<file path="src/rtl/id_ex_latch.sv">
// Purpose: ID/EX pipeline register with load-use hazard detection and bubble counters.
// Latency: 1 cycle from id_* to id_ex_*; lu_stall is combinational from current state and ID inputs.
// Backpressure: freeze holds all state; lu_stall asks upstream to hold PC and IF/ID for one cycle.
// Ports: CLK/nRST (sync active-low reset), freeze/flush pipeline controls, id_* decoded
//        instruction fields in, id_ex_* registered copies out, lu_stall hazard hold out,
//        lu_bubbles/flush_bubbles saturating performance counters out.
module id_ex_latch #(
  parameter int CNT_W = 16
) (
  input  logic             CLK,
  input  logic             nRST,
  input  logic             freeze,
  input  logic             flush,
  input  logic             id_valid,
  input  logic [4:0]       id_rs,
  input  logic [4:0]       id_rt,
  input  logic [4:0]       id_wsel,
  input  logic             id_uses_rt,
  input  logic             id_RegWr,
  input  logic             id_MemRd,
  input  logic             id_MemWr,
  input  logic             id_MemToReg,
  input  logic             id_ALUSrc,
  input  logic             id_halt,
  input  logic [3:0]       id_ALUOp,
  input  logic [31:0]      id_rdat1,
  input  logic [31:0]      id_rdat2,
  input  logic [31:0]      id_imm32,
  input  logic [31:0]      id_npc,
  output logic             id_ex_valid,
  output logic [4:0]       id_ex_rs,
  output logic [4:0]       id_ex_rt,
  output logic [4:0]       id_ex_wsel,
  output logic             id_ex_uses_rt,
  output logic             id_ex_RegWr,
  output logic             id_ex_MemRd,
  output logic             id_ex_MemWr,
  output logic             id_ex_MemToReg,
  output logic             id_ex_ALUSrc,
  output logic             id_ex_halt,
  output logic [3:0]       id_ex_ALUOp,
  output logic [31:0]      id_ex_rdat1,
  output logic [31:0]      id_ex_rdat2,
  output logic [31:0]      id_ex_imm32,
  output logic [31:0]      id_ex_npc,
  output logic             lu_stall,
  output logic [CNT_W-1:0] lu_bubbles,
  output logic [CNT_W-1:0] flush_bubbles
);

  typedef struct packed {
    logic        valid;
    logic [4:0]  rs;
    logic [4:0]  rt;
    logic [4:0]  wsel;
    logic        uses_rt;
    logic        RegWr;
    logic        MemRd;
    logic        MemWr;
    logic        MemToReg;
    logic        ALUSrc;
    logic        halt;
    logic [3:0]  ALUOp;
    logic [31:0] rdat1;
    logic [31:0] rdat2;
    logic [31:0] imm32;
    logic [31:0] npc;
  } idex_t;

  idex_t            id_s;
  idex_t            stage_q, stage_d;
  logic [CNT_W-1:0] lu_cnt_q, lu_cnt_d;
  logic [CNT_W-1:0] fl_cnt_q, fl_cnt_d;
  logic             hz;

  always_comb begin
    id_s.valid    = id_valid;
    id_s.rs       = id_rs;
    id_s.rt       = id_rt;
    id_s.wsel     = id_wsel;
    id_s.uses_rt  = id_uses_rt;
    id_s.RegWr    = id_RegWr;
    id_s.MemRd    = id_MemRd;
    id_s.MemWr    = id_MemWr;
    id_s.MemToReg = id_MemToReg;
    id_s.ALUSrc   = id_ALUSrc;
    id_s.halt     = id_halt;
    id_s.ALUOp    = id_ALUOp;
    id_s.rdat1    = id_rdat1;
    id_s.rdat2    = id_rdat2;
    id_s.imm32    = id_imm32;
    id_s.npc      = id_npc;
  end

  // A load writing $0 never creates a hazard; that is the only place $0 is filtered.
  assign hz = stage_q.valid & stage_q.MemRd & (stage_q.wsel != 5'd0) & id_valid &
              ((stage_q.wsel == id_rs) | (id_uses_rt & (stage_q.wsel == id_rt)));

  // Flush already kills the dependent instruction, so no hold is needed.
  assign lu_stall = hz & ~flush;

  always_comb begin
    stage_d  = stage_q;
    lu_cnt_d = lu_cnt_q;
    fl_cnt_d = fl_cnt_q;
    if (!freeze) begin
      if (flush) begin
        stage_d = '0;
        if (fl_cnt_q != '1) fl_cnt_d = fl_cnt_q + CNT_W'(1);
      end else if (hz) begin
        stage_d = '0;
        if (lu_cnt_q != '1) lu_cnt_d = lu_cnt_q + CNT_W'(1);
      end else if (id_valid) begin
        stage_d = id_s;
      end else begin
        // Invalid ID slot still loads an all-zero bubble so stale fields never reach EX.
        stage_d = '0;
      end
    end
  end

  always_ff @(posedge CLK) begin
    if (!nRST) begin
      stage_q  <= '0;
      lu_cnt_q <= '0;
      fl_cnt_q <= '0;
    end else begin
      stage_q  <= stage_d;
      lu_cnt_q <= lu_cnt_d;
      fl_cnt_q <= fl_cnt_d;
    end
  end

  assign id_ex_valid    = stage_q.valid;
  assign id_ex_rs       = stage_q.rs;
  assign id_ex_rt       = stage_q.rt;
  assign id_ex_wsel     = stage_q.wsel;
  assign id_ex_uses_rt  = stage_q.uses_rt;
  assign id_ex_RegWr    = stage_q.RegWr;
  assign id_ex_MemRd    = stage_q.MemRd;
  assign id_ex_MemWr    = stage_q.MemWr;
  assign id_ex_MemToReg = stage_q.MemToReg;
  assign id_ex_ALUSrc   = stage_q.ALUSrc;
  assign id_ex_halt     = stage_q.halt;
  assign id_ex_ALUOp    = stage_q.ALUOp;
  assign id_ex_rdat1    = stage_q.rdat1;
  assign id_ex_rdat2    = stage_q.rdat2;
  assign id_ex_imm32    = stage_q.imm32;
  assign id_ex_npc      = stage_q.npc;
  assign lu_bubbles     = lu_cnt_q;
  assign flush_bubbles  = fl_cnt_q;

endmodule

</file>
<file path="config.mk">
export PLATFORM = sky130hd
export DESIGN_NAME = id_ex_latch
export DESIGN_NICKNAME = d
export VERILOG_FILES = /design/src/rtl/id_ex_latch.sv
export SDC_FILE = /design/constraint.sdc
export NUM_CORES = 1
export LEC_CHECK = 0
export CELL_PAD_IN_SITES_DETAIL_PLACEMENT = 0
export CELL_PAD_IN_SITES_GLOBAL_PLACEMENT = 1
export CORE_AREA = 4 4 132 134
export CTS_CLUSTER_DIAMETER = 30
export DETAILED_ROUTE_END_ITERATION = 16
export DIE_AREA = 0 0 136 138
export DONT_BUFFER_PORTS = 1
export PLACE_DENSITY_LB_ADDON = 0.1
export SYNTH_ARGS = -nofsm -noshare
export SYNTH_HDL_FRONTEND = slang
export SYNTH_SLANG_ARGS = --single-unit
</file>
<file path="constraint.sdc">
create_clock -name CLK -period 2.05 [get_ports CLK]
set_input_delay 0.5125 -clock CLK [delete_from_list [all_inputs] [get_ports CLK]]
set_output_delay 0.5125 -clock CLK [all_outputs]
set_load 0.1 [all_outputs]
</file>
==> results of run 1 <==
## state kept, by name, summed over array words and instances, names as in the netlist, 16 cells and up
name           flops
flush_bubbles     16
id_ex_imm32       32
id_ex_npc         32
id_ex_rdat1       32
id_ex_rdat2       32
lu_bubbles        16
## per-stage QoR
step	setup slack, ps	setup TNS (ps)	power [µW]	instance area [µm²]	hold slack, ps
after detailed placement	0.5855	0	4749	8193	458.6
after global placement	45.57	0	4742	8193	458.2
final	-201.6	-201.6	8149	8894	215.5
after CTS	-215.0	-215.0	8229	8851	192.3
after floorplan	-82.98	-82.98	4556	6515	622.6
after global routing	-307.2	-603.4	8438	8894	191.5
## synthesized netlist by cell type (2+ instances only)
library cell / instances
o211ai_1: 2
a21oi_1: 13
inv_1: 3
nand3_1: 11
dfxtp_1: 187
clkbuf_1: 22
or4_1: 10
nor3_1: 12
mux2i_1: 5
xnor2_1: 21
buf_6: 2
ha_1: 2
a22o_1: 154
nor4b_1: 2
nor2_1: 20
o21ai_0: 4
nand2b_1: 6
nor4_1: 6
buf_2: 18
nand4_1: 14
or3_1: 5
o31ai_1: 7
nand2_1: 24
## power groups by stage
stage | logic (µW) | registers (µW) | clock network (µW)
CTS | 947 | 3720 | 3560
detailed placement | 941 | 3810 | 0
global route | 978 | 3730 | 3730
finish | 947 | 3730 | 3480
global placement | 936 | 3810 | 0
floorplan | 179 | 4380 | 0
## per-layer routing
metal / up-vias / routed length, µm
met4: 0 / 624
met1: 2616 / 7613
met5: - / 0
met3: 40 / 1685
met2: 225 / 9902
li1: 2516 / -
## cell type report
class	count	area share
inverter	4	0.001688
tap	220	0.03095
clock buffer	19	0.05107
timing repair buffer	203	0.1798
multi-input combinational	334	0.2866
sequential	187	0.4304
clock inverter	12	0.01956
## final timing paths
path	end	slack, ps	from	cells past startpoint
hold / removal	id_ex_rdat2[17]	220	id_rdat2[17]	1
hold reg to reg	id_ex_rdat2[29]	480	id_ex_rdat2[29]	1
setup reg to reg	lu_bubbles[8]	70	id_ex_wsel[0]	7
setup / recovery	lu_stall	-200	id_ex_wsel[0]	6
## cells by family after synthesis
logic type	synth area share
AOI/OAI and AO/OA	0.2430
DFF	0.5844
and+or+nand+nor	0.09805
buffers and inverters	0.03281
xor gates and xnor gates	0.03008
muxes	0.007813
adders and majority gates	0.003906
## layout by cell type (no fill, tap or decap), types with 3 or more instances in the layout
cell | synthesis | final
o31ai_1 | 7 | 7
nand2b_1 | 6 | 6
or3_1 | 5 | 5
xnor2_2 | 0 | 5
nor4_1 | 6 | 5
o21ai_0 | 4 | 4
buf_12 | 0 | 6
nand2_1 | 24 | 23
mux2i_1 | 5 | 5
nand4_1 | 14 | 14
inv_6 | 0 | 3
a22o_1 | 154 | 154
nor3_1 | 12 | 11
inv_8 | 0 | 3
or4_1 | 10 | 10
clkbuf_16 | 0 | 18
a21oi_1 | 13 | 12
dfxtp_2 | 0 | 25
nand3_1 | 11 | 10
nor2_1 | 20 | 19
bufinv_16 | 0 | 3
buf_4 | 0 | 197
dfxtp_4 | 0 | 14
dfxtp_1 | 187 | 148
xnor2_1 | 21 | 16
inv_1 | 3 | 3
## worst max-delay path: stages (launching register included)
cell and delay [ps]:
dfxtp_4 370, xnor2_2 160, nand4_1 150, o22ai_2 210
nand2_2 100, nor2_4 130, buf_12 180
## repair_timing
| item | CTS | global route |
|---|---|---|
| buffers inserted | 1 | 1 |
| pin swaps | 5 | 3 |
| resized for setup | 4 | 5 |
| endpoints found under the setup margin | 1 | 9 |
==> summary.md, run 1 <==
| Metric | Value |
|---|---|
| CTS Hold Bufs | `0` |
| Die Footprint | `around 19000 µm²` |
| Post-route ant nets | `0` |
| Slew headroom | `0.6745` |
| Crit path max fanout | `5` |
| Syn Inst Count | `567` |
| Fin util | `0.5460` |
| Final setup violation count | `1` |
| Most used flip-flop cell after synthesis | `dfxtp_1` |
| P_int | `~5900 µW` |
| Register area | `3827 µm²` |
| GR Util met1 | `0.2343` |
| Failing checks | `negative setup slack` |
| Num CTS Buffers | `17` |
| GRT Overall Usage | `0.2044` |
| Multi-input logic area | `approximately 2500 µm²` |
| Pwr per Cell Area | `916.3 nW/µm²` |
| Proportion of layout cells with a drive suffix above 1 | `0.3821` |
| Remaining global-route overflow | `0` |
| Clk sinks | `approximately 190` |
| Post-Synthesis Cell Area | `roughly 6400 µm²` |
| Clock tree buffer depth | `2` |
| Post-synth EDFFs | `0` |
| Max Slew Vio Count | `0` |
| Final Skew | `about 12 ps` |
| Sw Share | `0.2730` |
| Synth area leaders | `dfxtp_1 (58%), a22o_1 (21%), xnor2_1 (2.9%), buf_2 (1.4%), nand2_1 (1.4%)` |
| Leak pwr | `roughly 0.0037 µW` |
| Die width | `roughly 140 µm` |
| GR Util met3 | `0.07340` |
| First-pass GRT wire length | `approximately 30000 µm` |
| Fill cells | `1459` |
| Combinational power share | `0.116` |
| Wire per inst | `~20 µm` |
| Initial DRT Pass Iterations | `6` |
| GP Congestion | `0.8088` |
| Vias/cell | `roughly 5.5` |
| Hold Vio Cnt, Final | `0` |
| Max_cap viols | `0` |
| Yosys top cell by area | `dfxtp_1` |
| Nets | `908` |
| Min Tclk post-route | `2252 ps` |
| Synthesized Nets | `about 730` |
| Net Sw Power | `between 2000 and 2500 µW` |
| Fmax achieved | `~0.44 GHz` |
| Count of cell types in the netlist | `40` |
| WP data required | `1540 ps` |
| Asr flop ratio synth | `0` |
| Clock Power Share | `0.427` |
| Worst vdd ir | `between 0.5 and 0.6 mV` |
| Layout area overhead | `38.83%` |
| Root buffer cell | `clkbuf_16` |
| Worst slew pin tran | `a little under 500 ps` |
| Sequential Power Share | `0.457` |
| Clock transition at path regs | `around 70 ps` |
| Status | `finished with violations` |
| Warnings, synthesis | `0` |
| H-tree depth | `4` |
| Die Y | `approximately 140 µm` |
| Syn avg cell area | `11.30 µm²` |
| Post-route DRC violation count | `0` |
| Initial DRC count | `286` |
| #FFs+latches synth | `187` |
| Sequential-to-total area share from yosys stat | `0.5844` |
| Core area | `16290 µm²` |
| Final std cells w/o fill | `a little under 1k` |
| RSZ-0062 raised after global routing | `yes` |
| Busiest grt layer | `met2` |
| Final Cycle Share | `1.098` |
| Placement Rows | `47` |
| Synth top area share | `0.5844` |
| Startpoint type of the worst setup path | `flip-flop` |
| TritonCTS clock tree | `built` |
| Dpl hpwl | `about 15000 µm` |
| Vias | `~5.4k` |
| Setup ws final | `-201.6 ps` |
| Largest net degree at the start of global routing | `between 80 and 90` |
| Starting Density | `0.3933` |
| Diode count | `0` |
| Worst-Skew Late Latency | `around 420 ps` |
| Critical Path AT | `roughly 1700 ps` |
| Antenna violations before repair | `0` |
| Number of global-route vias before repair | `5332` |
| Placed Instances | `approximately 950` |
| Worst Hold Class | `input pin to flip-flop` |
| Crit end category | `output port` |
| Met2 Track Usage GR | `0.3424` |
| Port-buffer cells | `0` |
| Setup CP Type | `flip-flop to output port` |
| Number of top-level pins | `between 300 and 400` |
| Total wire length | `about 20000 µm` |
Power figures use the tool's default switching activity.
==> run 2: changes to the inputs <==
- CAP_MARGIN: default -> 20
==> results of run 2 <==
No change in the layout: final DEF, timing and power equal those of run 1.
